[config.mk]
export PLATFORM = sky130hd
export DESIGN_NAME = sdram_cmd_arbiter
export DESIGN_NICKNAME = d
export VERILOG_FILES = /design/src/rtl/sdram_cmd_arbiter.sv
export SDC_FILE = /design/constraint.sdc
export NUM_CORES = 1
export LEC_CHECK = 0
export BUFFER_PORTS_ARGS = -buffer_cell sky130_fd_sc_hd__clkbuf_2
export CAP_MARGIN = 20
export CELL_PAD_IN_SITES_DETAIL_PLACEMENT = 0
export CELL_PAD_IN_SITES_GLOBAL_PLACEMENT = 1
export CORE_ASPECT_RATIO = 0.75
export CORE_MARGIN = 5
export CORE_UTILIZATION = 35
export DETAILED_ROUTE_END_ITERATION = 16
export GPL_TIMING_DRIVEN = 0
export PLACE_DENSITY = 0.74
export SETUP_SLACK_MARGIN = 0.3
export SLEW_MARGIN = 20
export SYNTH_ARGS = -nofsm -noshare
export SYNTH_HDL_FRONTEND = slang
export SYNTH_SLANG_ARGS = --single-unit
[constraint.sdc]
create_clock -name Clk -period 3.4 [get_ports Clk]
set_clock_uncertainty 0.2 [all_clocks]
set_input_delay 0.34 -clock Clk [delete_from_list [all_inputs] [get_ports Clk]]
set_output_delay 0.34 -clock Clk [all_outputs]
set_load 0.005 [all_outputs]
[src/rtl/sdram_cmd_arbiter.sv]
// sdram_cmd_arbiter: SDRAM command-bus scheduler.
// Refresh interval timer, refresh debt, refresh/write/read grants.
module sdram_cmd_arbiter #(
  parameter int unsigned REF_PERIOD = 780,
  parameter int unsigned DEBT_MAX   = 3
) (
  input  logic       Clk,
  input  logic       Rst,
  input  logic       init_done,
  input  logic       ref_done,
  input  logic       wr_req,
  input  logic       wr_done,
  input  logic       rd_req,
  input  logic       rd_done,
  output logic       ref_en,
  output logic       wr_en,
  output logic       rd_en,
  output logic       busy,
  output logic [2:0] ref_debt,
  output logic       ref_overflow
);

  localparam int unsigned TW = $clog2(REF_PERIOD);
  localparam logic [TW-1:0] TC_VAL = TW'(REF_PERIOD - 1);
  localparam logic [2:0] DMAX = 3'(DEBT_MAX);

  typedef enum logic [1:0] {
    IDLE,
    AREF,
    WRITE,
    READ
  } state_t;

  state_t        state;
  state_t        state_nx;
  logic [TW-1:0] timer;
  logic          tc;
  logic          last_rd;
  logic          last_rd_nx;
  logic          idle_ok;
  logic          ref_go;
  logic          wr_go;
  logic          rd_go;
  logic          ref_en_nx;
  logic          wr_en_nx;
  logic          rd_en_nx;
  logic          debt_sat;
  logic          debt_inc;
  logic          ovf_set;
  logic [2:0]    debt_nx;

  assign tc = init_done && (timer == TC_VAL);

  // Refresh interval timer; parked at zero until init completes.
  always_ff @(posedge Clk or posedge Rst) begin
    if (Rst) begin
      timer <= '0;
    end else if (!init_done || tc) begin
      timer <= '0;
    end else begin
      timer <= timer + 1'b1;
    end
  end

  // Grant conditions; refresh debt beats data, ties alternate.
  always_comb begin
    idle_ok = (state == IDLE) && init_done;
    ref_go  = idle_ok && (ref_debt != 3'd0);
    wr_go   = idle_ok && !ref_go && wr_req &&
              (!rd_req || last_rd);
    rd_go   = idle_ok && !ref_go && rd_req &&
              (!wr_req || !last_rd);
  end

  // Debt bookkeeping; saturation judged on the pre-decrement value.
  always_comb begin
    debt_sat = (ref_debt >= DMAX);
    debt_inc = tc && !debt_sat;
    ovf_set  = tc && debt_sat;
    debt_nx  = ref_debt + {2'b00, debt_inc}
                        - {2'b00, ref_go};
  end

  // Next state and next-cycle grant pulses.
  always_comb begin
    state_nx   = state;
    last_rd_nx = last_rd;
    ref_en_nx  = 1'b0;
    wr_en_nx   = 1'b0;
    rd_en_nx   = 1'b0;
    unique case (state)
      IDLE: begin
        unique case (1'b1)
          ref_go: begin
            state_nx  = AREF;
            ref_en_nx = 1'b1;
          end
          wr_go: begin
            state_nx   = WRITE;
            wr_en_nx   = 1'b1;
            last_rd_nx = 1'b0;
          end
          rd_go: begin
            state_nx   = READ;
            rd_en_nx   = 1'b1;
            last_rd_nx = 1'b1;
          end
          default: ;
        endcase
      end
      AREF: begin
        if (ref_done) state_nx = IDLE;
      end
      WRITE: begin
        if (wr_done) state_nx = IDLE;
      end
      READ: begin
        if (rd_done) state_nx = IDLE;
      end
      default: state_nx = IDLE;
    endcase
  end

  // State, grant pulses and debt registers.
  always_ff @(posedge Clk or posedge Rst) begin
    if (Rst) begin
      state        <= IDLE;
      last_rd      <= 1'b1;
      ref_en       <= 1'b0;
      wr_en        <= 1'b0;
      rd_en        <= 1'b0;
      busy         <= 1'b0;
      ref_debt     <= 3'd0;
      ref_overflow <= 1'b0;
    end else begin
      state    <= state_nx;
      last_rd  <= last_rd_nx;
      ref_en   <= ref_en_nx;
      wr_en    <= wr_en_nx;
      rd_en    <= rd_en_nx;
      busy     <= (state_nx != IDLE);
      ref_debt <= debt_nx;
      if (ovf_set) ref_overflow <= 1'b1;
    end
  end

endmodule
==> impl_metrics.yaml <==
run_status:
  status: "finished with violations"
  failed_checks: "hold timing"
detailed_routing:
  wl_per_cell_um: 12.3
  drt_wl_total_um: 1860
  drt_pre_antenna_iters: 6
  via_per_inst: 4.87
  vias: 735
  ant_nets: 0
  drt-initial-drc-count: 78
  drc: 0
logic_synthesis:
  ys_ff_latch: 21
  synth.most_common_cell: "dfrtp_1"
  yosys-top-cells-area: "dfrtp_1, ha_1, inv_1"
  seq_area_frac_synth: 0.513
  postSynthAreaPerCell_um2: 10.9
  netlist_instances: 94
  synth_top_area_frac: 0.488
  yosys_warnings: 0
  ys_types: 34
  synth_top_flop_cell: "dfrtp_1"
  synthTopCellsByCount: "dfrtp_1, inv_1, nor2_1"
  synth-async-reset-ratio: 1.00
  netlist_area_um2: 1030
  synth_nets: 107
  yosys.area.top_type: "dfrtp_1"
  synth_edf_count: 0
global_routing:
  gr-usage-all-layers: 0.0980
  grt_max_degree: 22
  grt_pass1_wl_um: 3190
  grt_pass1_vias: 714
  grt-ovfl-total: 0
  antenna_found_initial: 0
placed_design:
  gp_congestion: 0.785
  port_buffers: 15
  preCtsSetupSlack_ns: 0.880
  dp_hpwl_um: 1450
timing:
  slew_violations: 0
  min_period_ns: 2.55
  hold_violations: 17
  slew-limit-headroom: 0.491
  fmax_ghz: 0.391
  rsz0062_at_grt: "false"
  tns_ns: 0
  final.setup.worst_slack_ns: 0.845
  setup_violations: 0
  worst_pin_slew_ns: 0.762
  hold_slack_ns: -0.00632
  min_period_over_period: 0.751
hold_path:
  min_path_type: "input port to async pin"
critical_path:
  cp.required_ns: 3.35
  path_max_fanout: 4
  startpoint: "timer[0]"
  endpoint_kind: "register"
  critPathArrivalTime_ns: 2.50
  criticalPathCategory: "register to register"
  worstSetupStartpointType: "register"
  r2r_start: "timer[0]"
clock_network:
  postCtsHoldBufs: 0
  clkTransAtPathRegs_ns: 0.07
  insertion_delay_ns: 0.26
  cts_sinks: 21
  htree_levels: 1
  postCtsSetupBuffers: 0
  cts_made_buffers: 3
  cts_tree: "built"
  cts-root-buf: "clkbuf_8"
  cts_max_path_buffers: 2
  post_cts_resized: 0
cells_and_area:
  multiInputGateArea_um2: 453
  fillers: 297
  synthToLayoutAreaGrowth_pct: 16.3
  insertedDiodeCount: 0
  fin_nets: 127
  drive_gt1_frac: 0.230
  seqCellArea_um2: 527
floorplanning:
  fp.dieW_um: 72.5
  start_util: 0.357
  pin_count: 16
  die_height_um: 56.9
  die_area_um2: 4130
  core_area_um2: 2870
  placementRows: 17
power:
  power_density_nw_per_um2: 588
  p_leak_nw: 0.571
  ir_drop_uv: 276
run:
  maxCapViolations: 0
==> logic make-up (layout without fill, tap and decap cells) <==
group,count (synthesis),in the layout,share of synthesized area
AND/OR/NAND/NOR,34,34,0.198
flip-flops,21,21,0.513
AO/OA/AOI/OAI,16,16,0.122
buffers and inverters,12,31,0.0451
adder cells (fa/ha/maj),5,5,0.0683
XOR/XNOR,4,4,0.0342
multiplexers,2,2,0.0195
==> worst max-delay path, cell delays in order, from the launching register on <==
cell      delay (ns)
dfrtp_1         0.42
ha_1            0.25
nand4b_1        0.19
nor2_1          0.24
nand4_1         0.12
ha_1            0.29
inv_1           0.04
ha_1            0.18
fa_1            0.38
xor2_1          0.15
==> report_power, final <==
group / switching [mW] / leakage [nW] / total [mW] / internal, mW
Sequential: 0.0452 / 0.275 / 0.351 / 0.306
Clock: 0.0756 / 0.0228 / 0.159 / 0.0833
Combinational: 0.100 / 0.273 / 0.192 / 0.0916
Total: 0.221 / 0.571 / 0.702 / 0.481
==> worst paths after layout <==
check	end	slack [ns]	cells after the start
max	ref_debt[2]	0.85	9
min	ref_debt[2]	-0.006	2
max reg2reg	ref_debt[2]	0.85	9
min reg2reg	ref_overflow	0.29	1
max in group asynchronous	timer[8]	2.53	2
min in group Clk	timer[7]	0.20	3
==> metal layers <==
| layer | wire length (um) | vias up | global-route usage |
|---|---|---|---|
| li1 | - | 371 | - |
| met1 | 916 | 356 | 0.130 |
| met2 | 892 | 8 | 0.157 |
| met3 | 53 | 0 | 0.0322 |
| met4 | 0 | 0 | 0.0158 |
| met5 | 0 | - | 0 |
==> placed cells by master (no fill, tap or decap) <==
| cell | count |
|---|---|
| a21oi_1 | 4 |
| a22oi_1 | 1 |
| a31o_2 | 1 |
| and2_1 | 2 |
| buf_2 | 1 |
| clkbuf_1 | 1 |
| clkbuf_2 | 15 |
| clkbuf_8 | 3 |
| dfrtp_1 | 20 |
| dfstp_2 | 1 |
| fa_1 | 1 |
| ha_1 | 4 |
| inv_1 | 11 |
| mux2i_1 | 2 |
| nand2_1 | 5 |
| nand2b_1 | 1 |
| nand3_1 | 4 |
| nand4_1 | 5 |
| nand4_2 | 1 |
| nand4b_1 | 1 |
| nor2_1 | 6 |
| nor3_1 | 1 |
| nor3b_1 | 1 |
| nor3b_2 | 1 |
| o2111ai_1 | 1 |
| o21a_1 | 1 |
| o21ai_0 | 4 |
| o311ai_0 | 1 |
| o31ai_1 | 1 |
| o41ai_1 | 1 |
| o41ai_4 | 1 |
| or3_1 | 3 |
| or3_2 | 1 |
| or3b_4 | 1 |
| or4_1 | 1 |
| xnor2_1 | 2 |
| xor2_1 | 2 |
==> final cells by class <==
type	count	area share
Multi-Input combinational cell	61	0.379
Clock buffer	4	0.0377
Sequential cell	21	0.441
Tap cell	38	0.0398
Timing Repair Buffer	15	0.0629
Inverter	11	0.0346
Buffer	1	0.00419
==> sequential cells by signal, indices dropped and copies added (netlist names) <==
name / flops
timer: 10
ref_debt: 3
state: 2
busy: 1
last_rd: 1
rd_en: 1
ref_en: 1
ref_overflow: 1
wr_en: 1
==> per-stage QoR <==
step                       util  cells  hold slack (ns)  instance area [um2]  power, mW
final                     0.416    151         -0.00632                 1190      0.702
after global routing      0.416    151           0.0860                 1190      0.759
after CTS                 0.416    151           0.0305                 1190      0.714
after detailed placement  0.400    147            0.278                 1150      0.551
after global placement    0.400    147            0.270                 1150      0.540
after floorplan               -     94            0.116                 1030      0.477
Note: power is estimated with default switching activity, not from simulation.
